[config.mk]
export PLATFORM = sky130hd
export DESIGN_NAME = io_bus_arbiter
export DESIGN_NICKNAME = d
export VERILOG_FILES = /design/src/rtl/io_bus_arbiter.sv
export SDC_FILE = /design/constraint.sdc
export NUM_CORES = 1
export LEC_CHECK = 0
export BUFFER_PORTS_ARGS = -buffer_cell sky130_fd_sc_hd__clkbuf_2
export CORE_AREA = 2 2 109 111
export DETAILED_ROUTE_END_ITERATION = 16
export DIE_AREA = 0 0 111 113
export GPL_TIMING_DRIVEN = 1
export PLACE_DENSITY_LB_ADDON = 0.08
export SETUP_SLACK_MARGIN = 0.05
export SLEW_MARGIN = 30
export SYNTH_ARGS = -nofsm -noshare
export SYNTH_HDL_FRONTEND = slang
export SYNTH_SLANG_ARGS = --single-unit
[constraint.sdc]
create_clock -name clk -period 6.1 [get_ports clk]
set_input_delay 0.61 -clock clk [delete_from_list [all_inputs] [get_ports clk]]
set_output_delay 0.61 -clock clk [all_outputs]
set_load 0.005 [all_outputs]
[src/rtl/io_bus_arbiter.sv]
// ============================================================================
// io_bus_arbiter : round-robin arbiter sharing a split-transaction IO bus
// Revision       : 1.0
// ============================================================================
`default_nettype none

module io_bus_arbiter #(
   parameter int NUM_MST  = 2,
   parameter int MAX_OUTS = 4
) (
   input  logic                    clk,
   input  logic                    rst,
   input  logic [NUM_MST-1:0]      m_req,
   input  logic [NUM_MST-1:0]      m_wr,
   input  logic [4*NUM_MST-1:0]    m_wen,
   input  logic [32*NUM_MST-1:0]   m_addr,
   input  logic [32*NUM_MST-1:0]   m_wdata,
   output logic [NUM_MST-1:0]      m_req_ack,
   output logic [NUM_MST-1:0]      m_data_ack,
   output logic [31:0]             m_rdata,
   output logic                    io_req,
   output logic                    io_wr,
   output logic [3:0]              io_wen,
   output logic [31:0]             io_addr,
   output logic [31:0]             io_wdata,
   input  logic                    io_req_ack,
   input  logic [31:0]             io_rdata,
   input  logic                    io_data_ack,
   output logic                    err
);

   localparam int IDW = (NUM_MST > 1) ? $clog2(NUM_MST) : 1;
   localparam int PW  = (MAX_OUTS > 1) ? $clog2(MAX_OUTS) : 1;
   localparam int CW  = $clog2(MAX_OUTS + 1);

   typedef enum logic [0:0] {
      ST_IDLE   = 1'b0,
      ST_LOCKED = 1'b1
   } state_t;

   state_t           state;
   logic [IDW-1:0]   lock_id;
   logic [IDW-1:0]   rr_ptr;
   logic [IDW-1:0]   scan_g;
   logic [IDW-1:0]   g;
   logic [IDW-1:0]   head;
   logic [IDW:0]     idx_sum;
   logic             found;

   logic [IDW-1:0]   fifo [MAX_OUTS];
   logic [PW-1:0]    wr_ptr;
   logic [PW-1:0]    rd_ptr;
   logic [CW-1:0]    count;
   logic             full;
   logic             empty;
   logic             accept;
   logic             pop;

   function automatic logic [PW-1:0] ptr_inc(input logic [PW-1:0] p);
      if (p == PW'(MAX_OUTS - 1)) ptr_inc = '0;
      else                        ptr_inc = p + PW'(1);
   endfunction

   // First requester at or after rr_ptr, wrapping modulo NUM_MST.
   always_comb begin
      found   = 1'b0;
      scan_g  = '0;
      idx_sum = '0;
      for (int i = 0; i < NUM_MST; i++) begin
         idx_sum = {1'b0, rr_ptr} + (IDW+1)'(i);
         if (idx_sum >= (IDW+1)'(NUM_MST)) idx_sum = idx_sum - (IDW+1)'(NUM_MST);
         if (!found && m_req[idx_sum[IDW-1:0]]) begin
            found  = 1'b1;
            scan_g = idx_sum[IDW-1:0];
         end
      end
   end

   assign g      = (state == ST_LOCKED) ? lock_id : scan_g;
   assign full   = (count == CW'(MAX_OUTS));
   assign empty  = (count == '0);
   assign head   = fifo[rd_ptr];
   assign io_req = m_req[g] & ~full & ~rst;
   assign accept = io_req & io_req_ack;
   assign pop    = io_data_ack & ~empty & ~rst;
   assign m_rdata = io_rdata;

   always_comb begin
      io_wr      = 1'b0;
      io_wen     = '0;
      io_addr    = '0;
      io_wdata   = '0;
      m_req_ack  = '0;
      m_data_ack = '0;
      for (int i = 0; i < NUM_MST; i++) begin
         if (io_req && (g == IDW'(i))) begin
            io_wr        = m_wr[i];
            io_wen       = m_wen[4*i +: 4];
            io_addr      = m_addr[32*i +: 32];
            io_wdata     = m_wdata[32*i +: 32];
            m_req_ack[i] = io_req_ack;
         end
         if (pop && (head == IDW'(i))) m_data_ack[i] = 1'b1;
      end
   end

   // ID storage carries no reset; validity is tracked by count.
   always_ff @(posedge clk) begin
      if (accept) fifo[wr_ptr] <= g;
   end

   always_ff @(posedge clk) begin
      if (rst) begin
         state   <= ST_IDLE;
         lock_id <= '0;
         rr_ptr  <= '0;
         wr_ptr  <= '0;
         rd_ptr  <= '0;
         count   <= '0;
         err     <= 1'b0;
      end else begin
         if (accept) begin
            wr_ptr <= ptr_inc(wr_ptr);
            rr_ptr <= (g == IDW'(NUM_MST - 1)) ? '0 : g + IDW'(1);
         end
         if (pop) rd_ptr <= ptr_inc(rd_ptr);
         case ({accept, pop})
            2'b10:   count <= count + CW'(1);
            2'b01:   count <= count - CW'(1);
            default: count <= count;
         endcase
         if (io_data_ack && empty) err <= 1'b1;

         case (state)
            ST_IDLE: begin
               if (io_req && !io_req_ack) begin
                  state   <= ST_LOCKED;
                  lock_id <= g;
               end
            end
            ST_LOCKED: begin
               // A master abandoning its pending request is a protocol violation.
               if (!m_req[lock_id]) begin
                  err   <= 1'b1;
                  state <= ST_IDLE;
               end else if (accept) begin
                  state <= ST_IDLE;
               end
            end
            default: state <= ST_IDLE;
         endcase
      end
   end

endmodule

`default_nettype wire

==> results.ini <==
[status]
outcome = complete, no violations

[critical_path]
cpMaxStageDelayCell = buf_4
path_max_fanout = 76
path_cells = clkbuf_2 > buf_4 > nor2b_1 > o21a_2 > buf_4 > nand3_1 > a21oi_2 > clkbuf_2
critPathBufInv = 4
max_stage_delay_ns = 0.58
critPathKind = in2out
crit_path_end_kind = output port
cp_top_family = buffers and inverters
required_ns = 5.49
start_kind = primary input
arrival_ns = 3.17

[cells_and_area]
instances_no_fill = 665
nNetsFinal = 706
drive_above_1_share_pct = 58.4
fin_util_pct = 31.0
fillers = 1294
num_antenna_cells = 0
syn2layout_area_growth_pct = 30.0

[floorplanning]
initial_core_util_pct = 23.9
die_width_um = 111
io_pins = 283
die_area_um2 = 12500
coreArea_um2 = 11300
die_h_um = 113
rows = 39

[hold_path]
hold_path_class = reg2reg

[global_routing]
grt_pass1_wl_um = 14300
grt_pass1_vias = 2786
grt_overflow = 0
grt.total_usage_pct = 13.7
grt_max_degree = 77
antenna_found_initial = 0

[pwr]
peakVddDrop_uv = 128
swShare_pct = 36.3
power_density_nw_per_um2 = 141
p_int_uw = 315
p_sw_uw = 180
p_seq_share_pct = 26.4
leakage_nw = 1.65
finalPower_uw = 495
clockPowerShare_pct = 26.4
p_comb_share_pct = 47.2

[placed_design]
gp_routability_congestion = 0.841
preCtsSetupSlack_ns = 2.27
io_buffers = 218
place_hpwl_um = 7310
post-place-cells = 661

[routing]
wl_per_cell_um = 14.2
vias = 3006
avgViaCountPerCell = 4.52
drc = 0
first_pass_iters = 4
ant_nets = 0
drt_iter0_drc = 141
routed_wl_um = 9460

[yosys]
yosysUniqueCellTypes = 43
synthTopCellsByArea = a21oi_2, nand3_1, nand2_1
synth-edff-count = 4
synth-main-ff-cell = dfxtp_1
synth_async_sr_flop_share_pct = 0
ys_warn_count = 0
ys_seq_elements = 17
syn_area_um2 = 2690
synth_top_area_share_pct = 22.5
synth_commonest_cells = nand2_1, a21oi_2, nand3_1
syn_area_per_cell_um2 = 7.43
yosysSeqAreaShare_pct = 14.1
syn_nets = 545
synth_cells = 362
synth_largest_area_cell = a21oi_2
synth.most_common_cell = nand2_1

[sta]
min_period_ns = 3.78
setup-tns-final_ns = 0
tightest_slew_ns = 0.832
fin_ws_ns = 2.32
post-route-period-util_pct = 62.0
clock_skew_ns = 0.00307
relSlewSlack_pct = 44.5
rsz0062_at_grt = false
setup_viol = 0
fmax_ghz = 0.264
final-hold-violation-count = 0
maxSlewViolCount = 0

[clock_tree]
numCtsBuffers = 3
cts.clk_slew.worst_paths_ns = 0.05
cts_resized = 0
hold_buffers = 0
htreeDepth = 1
clk_latency_ns = 0.25
clk_path_buf_depth = 2
cts.sinks = 17
cts-root-buf = clkbuf_16
cts_tree = done
postCtsSetupBuffers = 0

[job]
cap_violations = 0

## final timing paths
| kind | cells after the start | startpoint | end | slack [ns] |
|---|---|---|---|---|
| worst max-delay path | 8 | m_req[0] | io_addr[19] | 2.32 |
| worst min register to register | 2 | wr_ptr[0] | wr_ptr[0] | 0.51 |
| worst max register to register | 10 | state | count[2] | 3.49 |
| worst min-delay path | 2 | wr_ptr[0] | wr_ptr[0] | 0.51 |
## metrics by stage
step / cell area [µm²] / hold WS (ns)
after floorplan: 2690 / 0.471
after global placement: 3420 / 0.501
after detailed placement: 3420 / 0.505
after CTS: 3500 / 0.512
after global routing: 3500 / 0.555
final: 3500 / 0.514
## area by class of cell
cell class	count	area (µm²)	share of cell area [%]
multi-input cells	273	1710	49.0
repair buffers	221	1110	31.8
clock inverters	1	5.00	0.143
inverters	7	31.3	0.894
well taps	143	179	5.11
clock buffers	3	75.1	2.15
flip-flops and latches	17	380	10.9
## metal layers
layer | part of all wire, % | track usage, % | up-vias
li1 | - | - | 1528
met1 | 40 | 16.2 | 1366
met3 | 4.9 | 1.61 | 6
met4 | 0.41 | 2.25 | 0
met2 | 55 | 27.0 | 106
met5 | 0 | 0 | -
## cells in the final DEF (no fill, tap or decap), types with 2 or more instances in the layout
master / n
clkbuf_2: 218
nand2_1: 73
nand3_1: 69
a21oi_2: 69
dfxtp_1: 13
nor2_1: 10
inv_1: 6
nor3_1: 6
ha_1: 6
and2_1: 5
a21oi_1: 5
edfxtp_1: 4
mux2i_1: 3
clkbuf_16: 3
buf_4: 3
nand2b_1: 2
nand3b_1: 2
xor2_1: 2
## power groups by stage
| stage | logic (mW) | clock network (mW) | registers [mW] |
|---|---|---|---|
| final | 0.234 | 0.131 | 0.131 |
| after global routing | 0.261 | 0.140 | 0.132 |
| after CTS | 0.239 | 0.135 | 0.131 |
| after detailed placement | 0.238 | 0 | 0.133 |
| after global placement | 0.237 | 0 | 0.133 |
| after floorplan | 0.179 | 0 | 0.130 |
## cell families after synthesis
logic type | count (synthesis) | synth area share [%]
and+or+nand+nor | 175 | 30.4
AOI/OAI and AO/OA | 84 | 26.6
buffers and inverters | 72 | 22.2
DFF | 17 | 14.1
adders and majority gates | 7 | 3.53
muxes | 5 | 2.51
xor gates and xnor gates | 2 | 0.651
## worst reg2reg max path, cell delays in order, from the launching register on
cell	delay, ns
dfxtp_1	0.47
mux2_4	0.36
nor2_2	0.19
nor3_1	0.15
inv_1	0.08
ha_1	0.17
inv_1	0.06
fa_1	0.37
xor2_1	0.16
or3_2	0.40
a21oi_1	0.14
Power figures use the tool's default switching activity.
